File: config.mk
export PLATFORM = sky130hd
export DESIGN_NAME = block_word_packer_384
export DESIGN_NICKNAME = d
export VERILOG_FILES = /design/src/rtl/block_word_packer_384.sv
export SDC_FILE = /design/constraint.sdc
export NUM_CORES = 1
export LEC_CHECK = 0
export ABC_AREA = 1
export CORE_MARGIN = 10
export CORE_UTILIZATION = 45
export CTS_BUF_LIST = sky130_fd_sc_hd__clkbuf_8
export DETAILED_ROUTE_END_ITERATION = 10
export GPL_TIMING_DRIVEN = 0
export MAX_ROUTING_LAYER = met4
export PLACE_DENSITY_LB_ADDON = 0.08
export SLEW_MARGIN = 10
export SYNTH_ARGS = -nofsm -noshare
export SYNTH_HDL_FRONTEND = slang
export SYNTH_SLANG_ARGS = --single-unit
export TNS_END_PERCENT = 1
File: constraint.sdc
create_clock -name CLK -period 1.6 [get_ports CLK]
set_input_delay 0.16 -clock CLK [delete_from_list [all_inputs] [get_ports CLK]]
set_output_delay 0.16 -clock CLK [all_outputs]
set_load 0.01 [all_outputs]
File: src/rtl/block_word_packer_384.sv
// Collects WORDS 32-bit words (first word most significant) into one block and
// presents it on block_out with a single-cycle write_en pulse for the block memory.
module block_word_packer_384 #(
    parameter int unsigned WORDS = 12
) (
    input  logic                  CLK,
    input  logic                  RST,
    input  logic                  start,
    input  logic                  abort,
    input  logic [31:0]           word_in,
    input  logic                  word_valid,
    output logic                  word_ready,
    output logic [32*WORDS-1:0]   block_out,
    output logic                  write_en,
    output logic                  busy,
    output logic [3:0]            word_count
);

    localparam int unsigned WORD_W  = 32;
    localparam int unsigned BLOCK_W = WORD_W * WORDS;
    localparam int unsigned CNT_W   = 4;
    localparam logic [CNT_W-1:0] LAST_IDX = CNT_W'(WORDS - 1);

    typedef enum logic [1:0] {
        IDLE  = 2'd0,
        LOAD  = 2'd1,
        WRITE = 2'd2
    } state_t;

    state_t             state;
    logic [BLOCK_W-1:0] shreg;
    logic [BLOCK_W-1:0] shifted;

    // Next shift-register image if the offered word is taken this cycle.
    assign shifted = {shreg[BLOCK_W-WORD_W-1:0], word_in};

    // Control FSM with registered handshake, status and block outputs.
    always_ff @(posedge CLK or negedge RST) begin
        if (!RST) begin
            state      <= IDLE;
            shreg      <= '0;
            block_out  <= '0;
            word_count <= '0;
            write_en   <= 1'b0;
            word_ready <= 1'b0;
            busy       <= 1'b0;
        end else begin
            write_en <= 1'b0;
            case (state)
                IDLE: begin
                    if (start) begin
                        state      <= LOAD;
                        shreg      <= '0;
                        word_count <= '0;
                        word_ready <= 1'b1;
                        busy       <= 1'b1;
                    end
                end
                LOAD: begin
                    // Abort wins over a word offered in the same cycle.
                    if (abort) begin
                        state      <= IDLE;
                        word_count <= '0;
                        word_ready <= 1'b0;
                        busy       <= 1'b0;
                    end else if (word_valid) begin
                        shreg <= shifted;
                        if (word_count == LAST_IDX) begin
                            state      <= WRITE;
                            block_out  <= shifted;
                            word_count <= '0;
                            word_ready <= 1'b0;
                            write_en   <= 1'b1;
                        end else begin
                            word_count <= word_count + CNT_W'(1);
                        end
                    end
                end
                WRITE: begin
                    state <= IDLE;
                    busy  <= 1'b0;
                end
                default: begin
                    state      <= IDLE;
                    word_ready <= 1'b0;
                    busy       <= 1'b0;
                end
            endcase
        end
    end

endmodule
== Yosys cells after proc, flatten, opt, wreduce, memory -nomap -nowiden ==
Index checks and enable logic that the tools add are counted.

* Register bits after elaboration: 745
* Logic and storage cells: 52
* Input port bits: 37
* Output and inout port bits: 391

* Reductions and logical operators: 8
* Bitwise gates (word level): 2
* Add/subtract/negate cells: 1
* Eq/ne operators: 9
* Multiplexer cells: 25

{| class="wikitable"
|+ Operators by type and width
! cell !! number
|-
| 352-bit 2-to-1 mux || 3
|-
| 352-bit case mux with 2 select lines || 1
|-
| 4-bit 2-to-1 mux || 4
|-
| 4-bit AND reduction || 3
|-
| 1-bit 2-to-1 mux || 9
|-
| 2-bit 2-to-1 mux || 4
|-
| 2-bit != test (second input constant) || 4
|-
| 4-bit case mux with 2 select lines || 1
|-
| 3-bit != test (second input constant) || 2
|-
| 3-bit AND reduction || 2
|-
| 4-bit by 1-bit adder with 4-bit output (second input constant) || 1
|-
| 4-bit equality test (second input constant) || 1
|-
| 2-bit case mux with 2 select lines || 1
|-
| 1-bit case mux with 3 select lines || 1
|-
| 2-bit by 1-bit equality test with 1-bit output (second input constant) || 1
|-
| 2-bit equality test (second input constant) || 1
|-
| 2-bit logical NOT || 1
|-
| 1-bit inverter || 2
|-
| 1-bit case mux with 2 select lines || 1
|-
| 2-bit AND reduction || 1
|-
| 2-bit nonzero test || 1
|}

== Longest topological paths before layout ==
* Word-level depth: 5
* Mapped depth: 9
* Depth with buffers taken out: 8

== Worst setup path before layout ==
No wires, ideal clock.

* Path kind: reg-to-reg
* Start point: reg word_count[0]
* End point: reg block_out[351]
* Arrival time: 1,523 ps
* Required time: 1,534 ps
* Clock period less this slack: 1,589 ps
* Library setup time: 66 ps
* Cell stages (with the launch flop): 10
* Setup slack: 11 ps
* Path buffers: 2
* Cells stage by stage: dfrtp_1 > ha_1 > nand2_1 > nor2_1 > nand3_2 > inv_2 > buf_2 > buf_2 > nand2_1 > nand2_1

* Cells in the longest elaborated chain, start to end: 2

{| class="wikitable"
|+ RTL lines
! element !! line !! text
|-
| start, declared || 16 || <nowiki>output logic [3:0] word_count</nowiki>
|-
| start signal, assigned || 75 || <nowiki>word_count <= word_count + CNT_W'(1);</nowiki>
|-
| 4-bit equality test || 68 || <nowiki>if (word_count == LAST_IDX) begin</nowiki>
|-
| 4-bit AND reduction (no line) || -- ||
|-
| end signal, assigned || 70 || <nowiki>block_out <= shifted;</nowiki>
|-
| end, declared || 13 || <nowiki>output logic [32*WORDS-1:0] block_out,</nowiki>
|}

Every way passes these cells.
A chain may end at the register's enable or synchronous reset.

== Final worst setup path ==
* Start point: reg word_count[0]
* End point: reg block_out[29]

Same word-level chain as after synthesis.

==> flow_summary.toml <==
[job]
cap_violations = 0

[power_and_ir_drop]
switchingPower_w = 0.01162
report.power.total_w = 0.04234
power.density_nw_per_um2 = 1127
p_leak_nw = 22.37
ir_drop_uv = 719.9
seqPwrFrac_pct = 49.3
pwr-share-comb_pct = 10.1
internal_power_w = 0.03072
clkPwrFrac_pct = 40.6
netSwitchingFraction_pct = 27.44

[final_layout]
fin_nets = 3883
final_common_cell = "nand2_1"
drive_gt1_share_pct = 17.19
fin_util_pct = 59.65
area_growth_pct = 31.33
final_cell_mix = "1,838 x nand2_1, 744 x dfrtp_1, 350 x nand3_1"

[synthesis]
ys_types = 15
yosys_warnings = 0
syn_nets = 3244
seq_area_frac_synth_pct = 65.19
syn-cell-area_sq_um = 28600
avgSynthCellArea_sq_um = 8.920
syn_inst = 3206
synth-seq-cells = 745

[floorplan]
initial_core_util_pct = 45.42
die_w_um = 272.1
rows = 92
coreArea_sq_um = 62970
io_pins = 428
die_area_sq_um = 74030
die-height_um = 272.1

[grt]
grt_max_degree = 122
grt_usage_pct = 25.25
antenna_found_initial = 1
grt_pass1_vias = 24512
grt_overflow = 0
grt_pass1_wl_mm = 141.2

[routing]
vias = 23904
drc = 0
first_pass_iters = 6
ant_nets = 0
wl_per_cell_um = 19.29
first_iter_violations = 1675
wl_mm = 92.34
viasPerCell = 4.995

[clocking]
clk_latency_ps = 770
root_buffer = "clkbuf_8"
cts_num_sinks = 745
cts_made_buffers = 131
htree_levels = 4
cts.clk_slew.worst_paths_ps = 60
cts_buffer_depth = 3
cts_tree = "yes"
postCtsHoldBufs = 31

[placement]
preCtsSetupSlack_ps = -1005
dp_hpwl_mm = 65.66
gp_congestion = 0.9061
numPortBuffers = 427

[worst_setup_path]
worst-setup-path-type = "flop to flop"
worstPathArrival_ps = 2370
endpoint_kind = "flop"
worstPathCellList = "ha_2 > nand2_2 > nor2_4 > nand3_4 > buf_12 > clkbuf_16 > clkbuf_16 > nand2_1 > nand2_1"
critical-path-max-stage-delay_ps = 360
required_ps = 2260
slowest_stage = "dfrtp_1"
crit_fanout = 6
start_kind = "flop"

[sta]
fin_crit_ps = 1718
setup_viol = 688
fmax_mhz = 582.2
holdWs_ps = -661.0
slew_violations = 0
hold_violations = 354
tightestPinTransition_ps = 604.5
timing.final.crit_share_pct = 107.3
slew_headroom_pct = 59.70
finalSetupTns_ps = -31600
rsz0062_at_grt = "yes"
setup_ws_ps = -117.5
fin_skew_ps = 24.72

[worst_hold_path]
min_path_type = "primary input to asynchronous set/reset pin"

[run_status]
status = "finished, violations left"
violations = "negative hold slack, negative setup slack"
## critical path: cells and delay by family (launching register included)
kind / cells / cell delay (ps)
adder cells (fa/ha/maj): 1 / 190
buffers and inverters: 3 / 570
flip-flops: 1 / 360
AND/OR/NAND/NOR: 5 / 490
## Yosys cell counts
cell type	number	share of area [%]
a21oi_1	2	0.035
buf_1	2	0.026
buf_2	161	2.8
buf_4	8	0.21
clkbuf_1	29	0.38
dfrtp_1	745	65
ha_1	1	0.044
inv_1	8	0.11
inv_2	4	0.052
nand2_1	1870	25
nand3_1	356	6.2
nand3_2	3	0.11
nor2_1	12	0.16
o21ai_0	4	0.070
o21ai_2	1	0.031
## registers in the layout, indices dropped and copies added (netlist names)
name        count
busy            1
shreg         352
write_en        1
word_ready      1
word_count      4
block_out     384
state           2
## path summary, 6_finish.rpt
kind	start	endpoint	slack (ps)	cells after the start
max in group asynchronous	RST	block_out[145]$_DFFE_PN0P_	390	4
hold reg to reg	block_out[327]$_DFFE_PN0P_	block_out[327]$_DFFE_PN0P_	470	2
min in group CLK	word_in[0]	block_out[0]$_DFFE_PN0P_	60	3
setup reg to reg	word_count[0]$_DFFE_PN0P_	block_out[29]$_DFFE_PN0P_	-120	9
setup / recovery	word_count[0]$_DFFE_PN0P_	block_out[29]$_DFFE_PN0P_	-120	9
hold / removal	RST	block_out[366]$_DFFE_PN0P_	-660	1
## layout make-up
type,count,area [sq um]
Clock inverter,56,262.8
Antenna cell,2,5.005
Multi-Input combinational cell,2249,9082
Clock buffer,170,2340
Buffer,200,1948
Timing Repair Buffer,505,4149
Tap cell,846,1059
Fill cell,5668,25410
Sequential cell,745,18640
Timing Repair inverter,1,3.754
Inverter,12,62.56
## per-layer routing
layer	wire, um	up-vias	track usage (%)
met2	45680	722	41.28
met3	5674	159	5.538
li1	-	11301	-
met4	2543	0	9.050
met1	38440	11722	30.60
met5	0	-	-
## power by group through the flow
| stage | Clock [W] | Sequential (W) | Combinational, W |
|---|---|---|---|
| 4_1_cts | 0.0176 | 0.0208 | 0.00401 |
| 2_1_floorplan | 0 | 0.0206 | 0.00231 |
| 5_1_grt | 0.0185 | 0.0209 | 0.00478 |
| 6_report | 0.0172 | 0.0209 | 0.00428 |
| 3_5_place_dp | 0 | 0.0212 | 0.00367 |
| 3_3_place_gp | 0 | 0.0212 | 0.00332 |
## through the flow
step,area [sq um],instances
after floorplan,28600,3206
after global placement,33930,4479
after detailed placement,34130,4486
after CTS,37370,4766
after global routing,37560,4786
final,37560,4786
## timing repair
| item | 4_1_cts | 5_1_grt |
|---|---|---|
| pin swaps | 5 | 20 |
| setup endpoints to repair | 1129 | 1042 |
| gates resized for setup | 932 | 341 |
| endpoints found under the hold margin | 415 | 354 |
| cloned | 7 | 11 |
| setup buffers | 16 | 9 |
## cells by family after synthesis
family	share of synthesized area, %
buffers and inverters	3.592
AND/OR/NAND/NOR	31.04
adder cells (fa/ha/maj)	0.04375
AO/OA/AOI/OAI	0.1356
flip-flops	65.19
Power figures use the tool's default switching activity.
